## src/rtl/l1_mem_arbiter.sv

```systemverilog
// Round-robin arbiter sharing the single l1mmu line port between the L1 icache and dcache.
// A grant is held for a whole line transaction; a sticky watchdog flags transactions that never finish.
module l1_mem_arbiter #(
  parameter int TIMEOUT = 1024,
  parameter int CNT_W   = 11
) (
  input  logic         sys_clk,
  input  logic         rst_n,
  input  logic         ic_read,
  input  logic [31:0]  ic_addr,
  output logic         ic_done,
  output logic [255:0] ic_read_data,
  input  logic         dc_read,
  input  logic         dc_write,
  input  logic [31:0]  dc_addr,
  input  logic [255:0] dc_write_data,
  output logic         dc_done,
  output logic [255:0] dc_read_data,
  output logic         mmu_read,
  output logic         mmu_write,
  output logic [31:0]  mmu_addr,
  output logic [255:0] mmu_write_data,
  input  logic         mmu_done,
  input  logic [255:0] mmu_read_data,
  output logic         timeout_err
);

  typedef enum logic [1:0] {IDLE, BUSY_I, BUSY_D, GAP} state_t;

  localparam logic GRANT_I = 1'b0;
  localparam logic GRANT_D = 1'b1;
  localparam logic [CNT_W-1:0] TIMEOUT_CNT = CNT_W'(TIMEOUT);

  state_t         state_reg, state_next;
  logic           last_grant_reg, last_grant_next;
  logic           mmu_read_reg, mmu_read_next;
  logic           mmu_write_reg, mmu_write_next;
  logic [31:0]    mmu_addr_reg, mmu_addr_next;
  logic [255:0]   mmu_write_data_reg, mmu_write_data_next;
  logic [CNT_W-1:0] cnt_reg, cnt_next;
  logic           timeout_err_reg, timeout_err_next;

  logic ic_req;
  logic dc_req;
  logic grant_i;
  logic grant_d;

  assign ic_req = ic_read;
  assign dc_req = dc_read | dc_write;
  // On a tie the port that did not win last time is served.
  assign grant_i = ic_req && (!dc_req || (last_grant_reg == GRANT_D));
  assign grant_d = dc_req && !grant_i;

  always_ff @(posedge sys_clk) begin
    if (!rst_n) begin
      state_reg          <= IDLE;
      last_grant_reg     <= GRANT_D;
      mmu_read_reg       <= 1'b0;
      mmu_write_reg      <= 1'b0;
      mmu_addr_reg       <= '0;
      mmu_write_data_reg <= '0;
      cnt_reg            <= '0;
      timeout_err_reg    <= 1'b0;
    end else begin
      state_reg          <= state_next;
      last_grant_reg     <= last_grant_next;
      mmu_read_reg       <= mmu_read_next;
      mmu_write_reg      <= mmu_write_next;
      mmu_addr_reg       <= mmu_addr_next;
      mmu_write_data_reg <= mmu_write_data_next;
      cnt_reg            <= cnt_next;
      timeout_err_reg    <= timeout_err_next;
    end
  end

  always_comb begin
    state_next          = state_reg;
    last_grant_next     = last_grant_reg;
    mmu_read_next       = mmu_read_reg;
    mmu_write_next      = mmu_write_reg;
    mmu_addr_next       = mmu_addr_reg;
    mmu_write_data_next = mmu_write_data_reg;
    cnt_next            = cnt_reg;
    timeout_err_next    = timeout_err_reg;

    case (state_reg)
      IDLE: begin
        if (grant_i) begin
          state_next      = BUSY_I;
          last_grant_next = GRANT_I;
          mmu_read_next   = 1'b1;
          mmu_write_next  = 1'b0;
          mmu_addr_next   = ic_addr;
          cnt_next        = '0;
        end else if (grant_d) begin
          state_next          = BUSY_D;
          last_grant_next     = GRANT_D;
          // A writeback takes priority over a read asserted alongside it.
          mmu_read_next       = !dc_write;
          mmu_write_next      = dc_write;
          mmu_addr_next       = dc_addr;
          mmu_write_data_next = dc_write_data;
          cnt_next            = '0;
        end
      end
      BUSY_I, BUSY_D: begin
        if (cnt_reg != TIMEOUT_CNT) begin
          cnt_next = cnt_reg + CNT_W'(1);
        end
        if (cnt_next == TIMEOUT_CNT) begin
          timeout_err_next = 1'b1;
        end
        if (mmu_done) begin
          mmu_read_next  = 1'b0;
          mmu_write_next = 1'b0;
          state_next     = GAP;
        end
      end
      GAP: begin
        state_next = IDLE;
      end
      default: begin
        state_next = IDLE;
      end
    endcase
  end

  assign mmu_read       = mmu_read_reg;
  assign mmu_write      = mmu_write_reg;
  assign mmu_addr       = mmu_addr_reg;
  assign mmu_write_data = mmu_write_data_reg;
  assign timeout_err    = timeout_err_reg;

  // Completions are routed by owner; a stray mmu_done in IDLE or GAP goes nowhere.
  assign ic_done      = mmu_done && (state_reg == BUSY_I);
  assign dc_done      = mmu_done && (state_reg == BUSY_D);
  assign ic_read_data = mmu_read_data;
  assign dc_read_data = mmu_read_data;

endmodule
```

## config.mk

```make
export PLATFORM = sky130hd
export DESIGN_NAME = l1_mem_arbiter
export DESIGN_NICKNAME = d
export VERILOG_FILES = /design/src/rtl/l1_mem_arbiter.sv
export SDC_FILE = /design/constraint.sdc
export NUM_CORES = 1
export LEC_CHECK = 0
export ABC_AREA = 1
export CORE_AREA = 3 3 534 536
export DETAILED_ROUTE_END_ITERATION = 10
export DIE_AREA = 0 0 537 539
export PLACE_DENSITY = 0.31
export SYNTH_ARGS = -nofsm -noshare
export SYNTH_HDL_FRONTEND = slang
export SYNTH_SLANG_ARGS = --single-unit
```

## constraint.sdc

```tcl
create_clock -name sys_clk -period 3.2 [get_ports sys_clk]
set_input_delay 0.48 -clock sys_clk [delete_from_list [all_inputs] [get_ports sys_clk]]
set_output_delay 0.48 -clock sys_clk [all_outputs]
set_load 0.02 [all_outputs]
```

; ---- Word-level counts from Yosys, hierarchy flattened
; Index checks and enable logic that the tools add are counted.
[word_totals]
regBits = 305
inputBits = 582
output_inout_bits = 805
elab_cells = 56
[op_classes]
add_sub_neg = 1
eq_ne = 7
muxes = 20
bitwise_logic = 2
reduce_logical = 18
[op_table]
columns = cell, n
row1 = 32-bit two-way mux, 2
row2 = 11-bit two-way mux, 4
row3 = 11-bit case mux with 2 select lines, 1
row4 = "11-bit by 1-bit adder with 11-bit output, second input constant", 1
row5 = "11-bit == test, second input constant", 1
row6 = "11-bit inequality test, second input constant", 1
row7 = 2-bit AND reduction, 4
row8 = 1-bit two-way mux, 7
row9 = 2-bit two-way mux, 3
row10 = 2-bit case mux with 3 select lines, 1
row11 = 3-bit AND reduction, 2
row12 = "2-bit == test, second input constant", 2
row13 = 1-bit logical AND, 4
row14 = 1-bit case mux with 2 select lines, 2
row15 = 2-bit nonzero test, 2
row16 = 1-bit zero test, 3
row17 = "3-bit inequality test, second input constant", 1
row18 = "2-bit by 1-bit == test with 1-bit output, second input constant", 1
row19 = 2-bit zero test, 1
row20 = "2-bit inequality test, second input constant", 1
row21 = 2-bit OR reduction, 1
row22 = 1-bit logical OR, 1
row23 = 1-bit inverter, 1
row24 = 1-bit bitwise OR, 1

; ---- Depth between registers and ports, before layout
[depth]
ltp_word = 9
mapped_depth = 11
ltp_nobuf = 11

; ---- Worst setup path after synthesis
; No wires, ideal clock.
[synth_timing]
path_kind = register to register
from = register state_reg[0]
to = register mmu_write_data_reg[224] (netlist: mmu_write_data[224])
setup_time_ps = 116
arrival_time_ps = 1517
required_ps = 3084
slack_ps = 1567
stages_incl_launch_ff = 12
n_path_buf = 2
period_less_slack_ps = 1633
path_cell_list = dfxtp_1 -> inv_1 -> ha_1 -> inv_1 -> a21oi_1 -> inv_2 -> nor2_4 -> inv_2 -> buf_2 -> buf_2 -> nor2_1 -> nor2_1
[synth_via]
elab_chain_cells = 2
[synth_lines]
columns = element, line
row1 = "start, declared", 34  ; state_t state_reg, state_next;
row2 = "start signal, assigned", 65  ; state_reg <= state_next;
row3 = 2-bit zero test, 86  ; case (state_reg)
row4 = 3-bit AND reduction (no source line), -
row5 = "end signal, assigned", 70  ; mmu_write_data_reg <= mmu_write_data_next;
row6 = "end, declared", 39  ; logic [255:0] mmu_write_data_reg, mmu_write_data_next;
; Every way passes these cells.
; A chain may end at the register's enable or synchronous reset.

; ---- Final worst setup path
[layout_timing]
from = register mmu_write_data_reg[237] (netlist: mmu_write_data[237])
to = output port mmu_write_data[237]
[layout_rtl]
columns = element, line
row1 = "end, declared", 22  ; output logic [255:0] mmu_write_data,
; No word-level cell between the ends.

==> results.md <==
* Status: finished clean
* Tmin final at 2.63 ns
* Worst-path cell chain: clkdlybuf4s50_1
* Max reg flops at 256
* Vias in the first global route at 14000
* CP Class: reg -> out
* Logic pwr share at 0.444
* CTS buffer count at slightly below 50
* Antenna violations before repair at between 40 and 50
* Final hold violation count at 0
* Register area at roughly 0.006 mm²
* Endpoints failing setup at 0
* Least-Margin Pin Slew at roughly 0.9 ns
* Final setup TNS at 0 ns
* Drt via density at ~2.3
* Mean Syn Cell Area at about 7.5 µm²
* Cell Rows at slightly below 200
* Post-synthesis sequential area ratio at 0.403
* Synth Net Count at 2597
* Area of the multi-input gates at 0.00452 mm²
* Hold Worst Slack at 0.271 ns
* First-pass GRT wire length at 196000 µm
* CTS sink count at between 300 and 400
* Adder-Cell Fraction of Synth Area at 0.00495
* Mapped cell area at approximately 0.015 mm²
* DR iter-0 viols at 641
* Internal at 11500 µW
* Post_cts resized at 0
* Die width at between 500 and 600 µm
* Clk slew on worst S/H paths at ~0.06 ns
* Clk root buf: clkbuf_16
* Nets@finish at about 2700
* Fill count at 32800
* Compound-Gate Fraction of Synth Area at 0.111
* RSZ-0062 raised after global routing: false
* Simple-gate share of the synthesized area at 0.180
* Synth cell types at 24
* Largest family of logic cells by synthesized area: buffers and inverters
* Gp weighted congestion at 0.782
* Worst Hold Class: in -> reg
* #FFs+latches synth at 305
* Max_slew headroom at 0.385
* Synth Area in XOR/XNOR at 0.00173
* Die area at ~0.29 mm²
* Setup bufs post-CTS at 0
* LEAKAGE at slightly above 0.008 µW
* Cts hold-fix bufs at 0
* Area Overhead vs Synth at 56.5%
* Most frequent cells in the layout: clkdlybuf4s50_1, nor2_1, dfxtp_1
* Sw frac at 0.438
* CP bufs+invs at 1
* Number of synthesized flops with an enable pin at 0
* Detail Placement HPWL at approximately 150000 µm
* Worst IR Drop VDD at 0.410 mV
* Most common cell after layout, fill and taps aside: clkdlybuf4s50_1
* Drt pass-1 iters at 5
* Ys Warns at 0
* Drt drc at 0
* H-Tree Depth at 2
* Pin count of the biggest net entering global routing at 123
* Synth Instances at between 2000 and 2500
* Async SR Flop Fraction at 0
* Tcrit/Tclk final at 0.821
* PD cells at ~870 mW/mm²
* Core area at about 0.28 mm²
* Util after Layout at 0.0843
* # IOs at approximately 1400
* WL final at approximately 160000 µm
* Gr ovfl total at 0
* Slowest-stage cell, CP: clkdlybuf4s50_1
* Clock Skew at between 0.07 and 0.08 ns
* Initial Utilization at 0.0539
* Clock latency at the later pin of the worst-skew pair at slightly below 0.7 ns
* WL per Instance at ~28 µm
* Total power at ~21000 µW
* Critical Path RT at around 2.7 ns
* Via Count at 13600
* Multiplexer share of the synthesized area at 0
* P_sw at 8980 µW
* Seq pwr share at 0.280
* Share of cells above drive strength 1 at 0.0546
* Max Fclk at ~380 MHz
* Top FF cell, synth: dfxtp_1
* Clock power frac at 0.276
* Max stage delay on crit path at between 1 and 1.5 ns
* Worst setup SP type: flop
* Pins Over Slew Limit at 0
* CP Capture Type: primary output
* TritonCTS clock tree: done
* PortBufs at 618
* Die height at roughly 540 µm
* Post-route ant nets at 0
* Maxcap violations at 0
* Crit-path max FO at 2
* Crit path DAT at ~2.2 ns
* CP top delay family: buffers and inverters
* GRT Util Overall at 0.109
* Maximum root-to-sink buffer count at 3
[worst reg2reg max path, delay by kind of cell (launching register included)]
family | cells | cell delay [ns]
simple gates | 2 | 0.21
compound gates | 2 | 0.27
buf+inv | 6 | 1.13
flops | 1 | 0.32
fa+ha+maj | 1 | 0.29
[cells in the mapped netlist, types with 2 or more instances]
| library cell | instances | area, µm² |
|---|---|---|
| clkinv_1 | 2 | 7.51 |
| xor2_1 | 3 | 26.3 |
| nand4_1 | 3 | 18.8 |
| clkbuf_1 | 46 | 173 |
| buf_2 | 52 | 260 |
| a21oi_1 | 18 | 90.1 |
| o21bai_1 | 2 | 15.0 |
| nor2_1 | 530 | 1990 |
| nand2_1 | 121 | 454 |
| inv_1 | 53 | 199 |
| dfxtp_1 | 305 | 6110 |
| nand3_1 | 49 | 245 |
| o21ai_0 | 188 | 941 |
| ha_1 | 6 | 75.1 |
| inv_2 | 3 | 11.3 |
| o21ai_1 | 72 | 360 |
| o211ai_1 | 32 | 240 |
| buf_4 | 518 | 3890 |
[path summary, 6_finish.rpt]
path / from / endpoint / slack (ns) / cells after the start
setup / recovery: mmu_write_data[237] / mmu_write_data[237] / 0.57 / 1
hold / removal: rst_n / mmu_write_data[46] / 0.27 / 3
setup reg to reg: state_reg[0] / mmu_write_data[99] / 0.84 / 11
hold reg to reg: timeout_err / timeout_err / 0.45 / 2
[kinds of logic (layout without fill, tap and decap cells)]
group,Yosys count,after routing
adders and majority gates,6,6
DFF,305,305
xor gates and xnor gates,3,3
other,0,5
buffers and inverters,675,792
AOI/OAI and AO/OA,315,315
and+or+nand+nor,705,705
[layout make-up]
| cell class | count | share of cell area |
|---|---|---|
| Tap cell | 3743 | 0.197 |
| Clock inverter | 23 | 0.0116 |
| Multi-Input combinational cell | 1029 | 0.190 |
| Antenna cell | 5 | 0.000527 |
| Inverter | 58 | 0.00949 |
| Sequential cell | 305 | 0.257 |
| Clock buffer | 65 | 0.0572 |
| Timing Repair Buffer | 646 | 0.276 |
[through the flow]
step | std cells | area [µm²] | setup slack, ns
finish | 5874 | 23700 | 0.572
global route | 5869 | 23700 | 0.444
CTS | 5869 | 23700 | 0.441
detailed placement | 5781 | 22100 | 0.350
global placement | 5781 | 22100 | 0.397
floorplan | 2009 | 15200 | 1.57
[routing by layer]
| layer | up-vias | global-route usage | share of wire | wire, µm |
|---|---|---|---|---|
| met5 | - | 0.000666 | 0.00032 | 52 |
| met4 | 6 | 0.0311 | 0.034 | 5690 |
| met3 | 228 | 0.132 | 0.26 | 43700 |
| met2 | 1376 | 0.174 | 0.44 | 73300 |
| met1 | 5971 | 0.0803 | 0.26 | 42200 |
| li1 | 6006 | - | - | - |
[power by group through the flow]
stage	Sequential [µW]	Combinational, µW	Clock, µW
6_report	5760	9110	5670
5_1_grt	5910	10000	6110
4_1_cts	5790	9430	6040
3_5_place_dp	5810	9370	0
3_3_place_gp	5820	9440	0
2_1_floorplan	6990	3550	0
(Power assumes the default switching activity.)
==> patch: new RTL, same flow settings <==
Change the parameter `CNT_W` from 11 to 9.
--- a/src/rtl/l1_mem_arbiter.sv
+++ b/src/rtl/l1_mem_arbiter.sv
@@ -3,5 +3,5 @@
 module l1_mem_arbiter #(
   parameter int TIMEOUT = 1024,
-  parameter int CNT_W   = 11
+  parameter int CNT_W   = 9
 ) (
   input  logic         sys_clk,
Check against the original RTL: not settled (the Yosys comparison gave no result); the edit may change what the design does.
==> patch against the unedited design <==
Clock power is 5.6% lower. Sequential cell count fell by 2. Via count is 2.0% lower. Total power fell by 1.5%. Global-route usage fell by 0.073 points. Worst setup slack improved by 0.18 ns. Routed wire length decreased by 0.29%. Worst hold slack worse by 0.054 ns. Area after synthesis down 1.1%. Final area decreased by 0.51%. Critical endpoint is now dc_done. Highest routed layer unchanged.
==> patch: results <==
<?xml version="1.0" encoding="UTF-8"?>
<metrics>
  <group name="cells_and_area">
    <metric name="drive_gt1_frac" unit="">0.0606</metric>
    <metric name="design.final.nets" unit="">2665</metric>
    <metric name="nFillCells" unit="">32700</metric>
  </group>
  <group name="placed_design">
    <metric name="post-dp-hpwl" unit="um">144000</metric>
    <metric name="placed_cell_area" unit="um2">22100</metric>
    <metric name="place.gp.congestion" unit="">0.785</metric>
  </group>
  <group name="status">
    <metric name="outcome" unit="">complete, no violations</metric>
  </group>
  <group name="detailed_routing">
    <metric name="postRouteWirelength" unit="um">164000</metric>
    <metric name="drt_iter0_drc" unit="">505</metric>
    <metric name="drtPass1Iterations" unit="">4</metric>
    <metric name="vias" unit="">13300</metric>
  </group>
  <group name="power_and_ir_drop">
    <metric name="cellLeakagePower" unit="uW">0.00819</metric>
    <metric name="worst_ir_drop_vdd" unit="V">0.000472</metric>
  </group>
  <group name="clocking">
    <metric name="insertion_delay" unit="ns">0.63</metric>
    <metric name="post_cts.repair.setup_buffers" unit="">0</metric>
  </group>
  <group name="worst_setup_path">
    <metric name="worstPathArrival" unit="ns">1.97</metric>
    <metric name="max_stage_delay" unit="ns">0.63</metric>
  </group>
  <group name="sta">
    <metric name="tightestPinTransition" unit="ns">0.865</metric>
    <metric name="fin_skew" unit="ns">0.0345</metric>
  </group>
  <group name="grt">
    <metric name="number_of_global_route_vias_before_repair" unit="">13800</metric>
    <metric name="antenna_found_initial" unit="">57</metric>
    <metric name="grt.total_usage" unit="">0.108</metric>
  </group>
  <group name="logic_synthesis">
    <metric name="synth.cells.most_frequent" unit="">nor2_1, buf_4, dfxtp_1</metric>
    <metric name="synth.top_cells.by_area" unit="">dfxtp_1, buf_4, nor2_1</metric>
    <metric name="post_synth_inst_count" unit="">1982</metric>
    <metric name="synth_fp_nets" unit="">2570</metric>
    <metric name="post_synth_num_cell_types" unit="">22</metric>
  </group>
</metrics>
==> patch: power by group through the flow <==
| stage | Sequential (uW) | Combinational [uW] | Clock (uW) |
|---|---|---|---|
| 5_1_grt | 5820 | 10200 | 5740 |
| 6_report | 5660 | 9210 | 5350 |
| 2_1_floorplan | 6960 | 3470 | 0 |
| 3_5_place_dp | 5730 | 9510 | 0 |
| 4_1_cts | 5700 | 9580 | 5730 |
| 3_3_place_gp | 5730 | 9620 | 0 |
==> patch: routing by layer <==
metal	vias up	part of all wire	GRT usage
met3	209	0.28	0.140
li1	5929	-	-
met1	5739	0.23	0.0716
met4	2	0.027	0.0242
met5	-	0.00021	0.00133
met2	1441	0.46	0.179
==> patch: cell type report <==
cell class / instances / share of cell area
Sequential cell: 303 / 0.257
Antenna cell: 1 / 0.000106
Clock inverter: 23 / 0.0126
Multi-Input combinational cell: 1007 / 0.187
Tap cell: 3743 / 0.198
Clock buffer: 57 / 0.0526
Timing Repair Buffer: 664 / 0.283
Inverter: 57 / 0.00938
==> patch: stage by stage <==
| stage | total power (uW) | hold slack (ns) | instances |
|---|---|---|---|
| CTS | 21000 | 0.125 | 5854 |
| global route | 21700 | 0.186 | 5855 |
| detailed placement | 15200 | 0.468 | 5774 |
| finish | 20200 | 0.217 | 5855 |
| global placement | 15300 | 0.466 | 5774 |
| floorplan | 10400 | 0.454 | 1982 |
==> patch: logic make-up after synthesis <==
logic type / synth area share
and+or+nand+nor: 0.176
AOI/OAI and AO/OA: 0.110
buffers and inverters: 0.302
xor gates and xnor gates: 0.00234
DFF: 0.405
adders and majority gates: 0.00501
==> patch: worst paths after layout <==
check	to	slack (ns)	cells past startpoint
worst max-delay path	dc_done	0.75	5
worst min-delay path	mmu_write_data[52]$_SDFFE_PN0P_	0.22	3
worst min register to register	timeout_err$_SDFFE_PN0P_	0.47	2
worst max register to register	mmu_write_data[194]$_SDFFE_PN0P_	0.99	7
==> patch: worst max-delay path, delay by kind of cell, from the launching register on <==
kind | cells | cell delay (ns)
buffers and inverters | 3 | 0.80
flip-flops | 1 | 0.33
adder cells (fa/ha/maj) | 1 | 0.16
AND/OR/NAND/NOR | 1 | 0.04
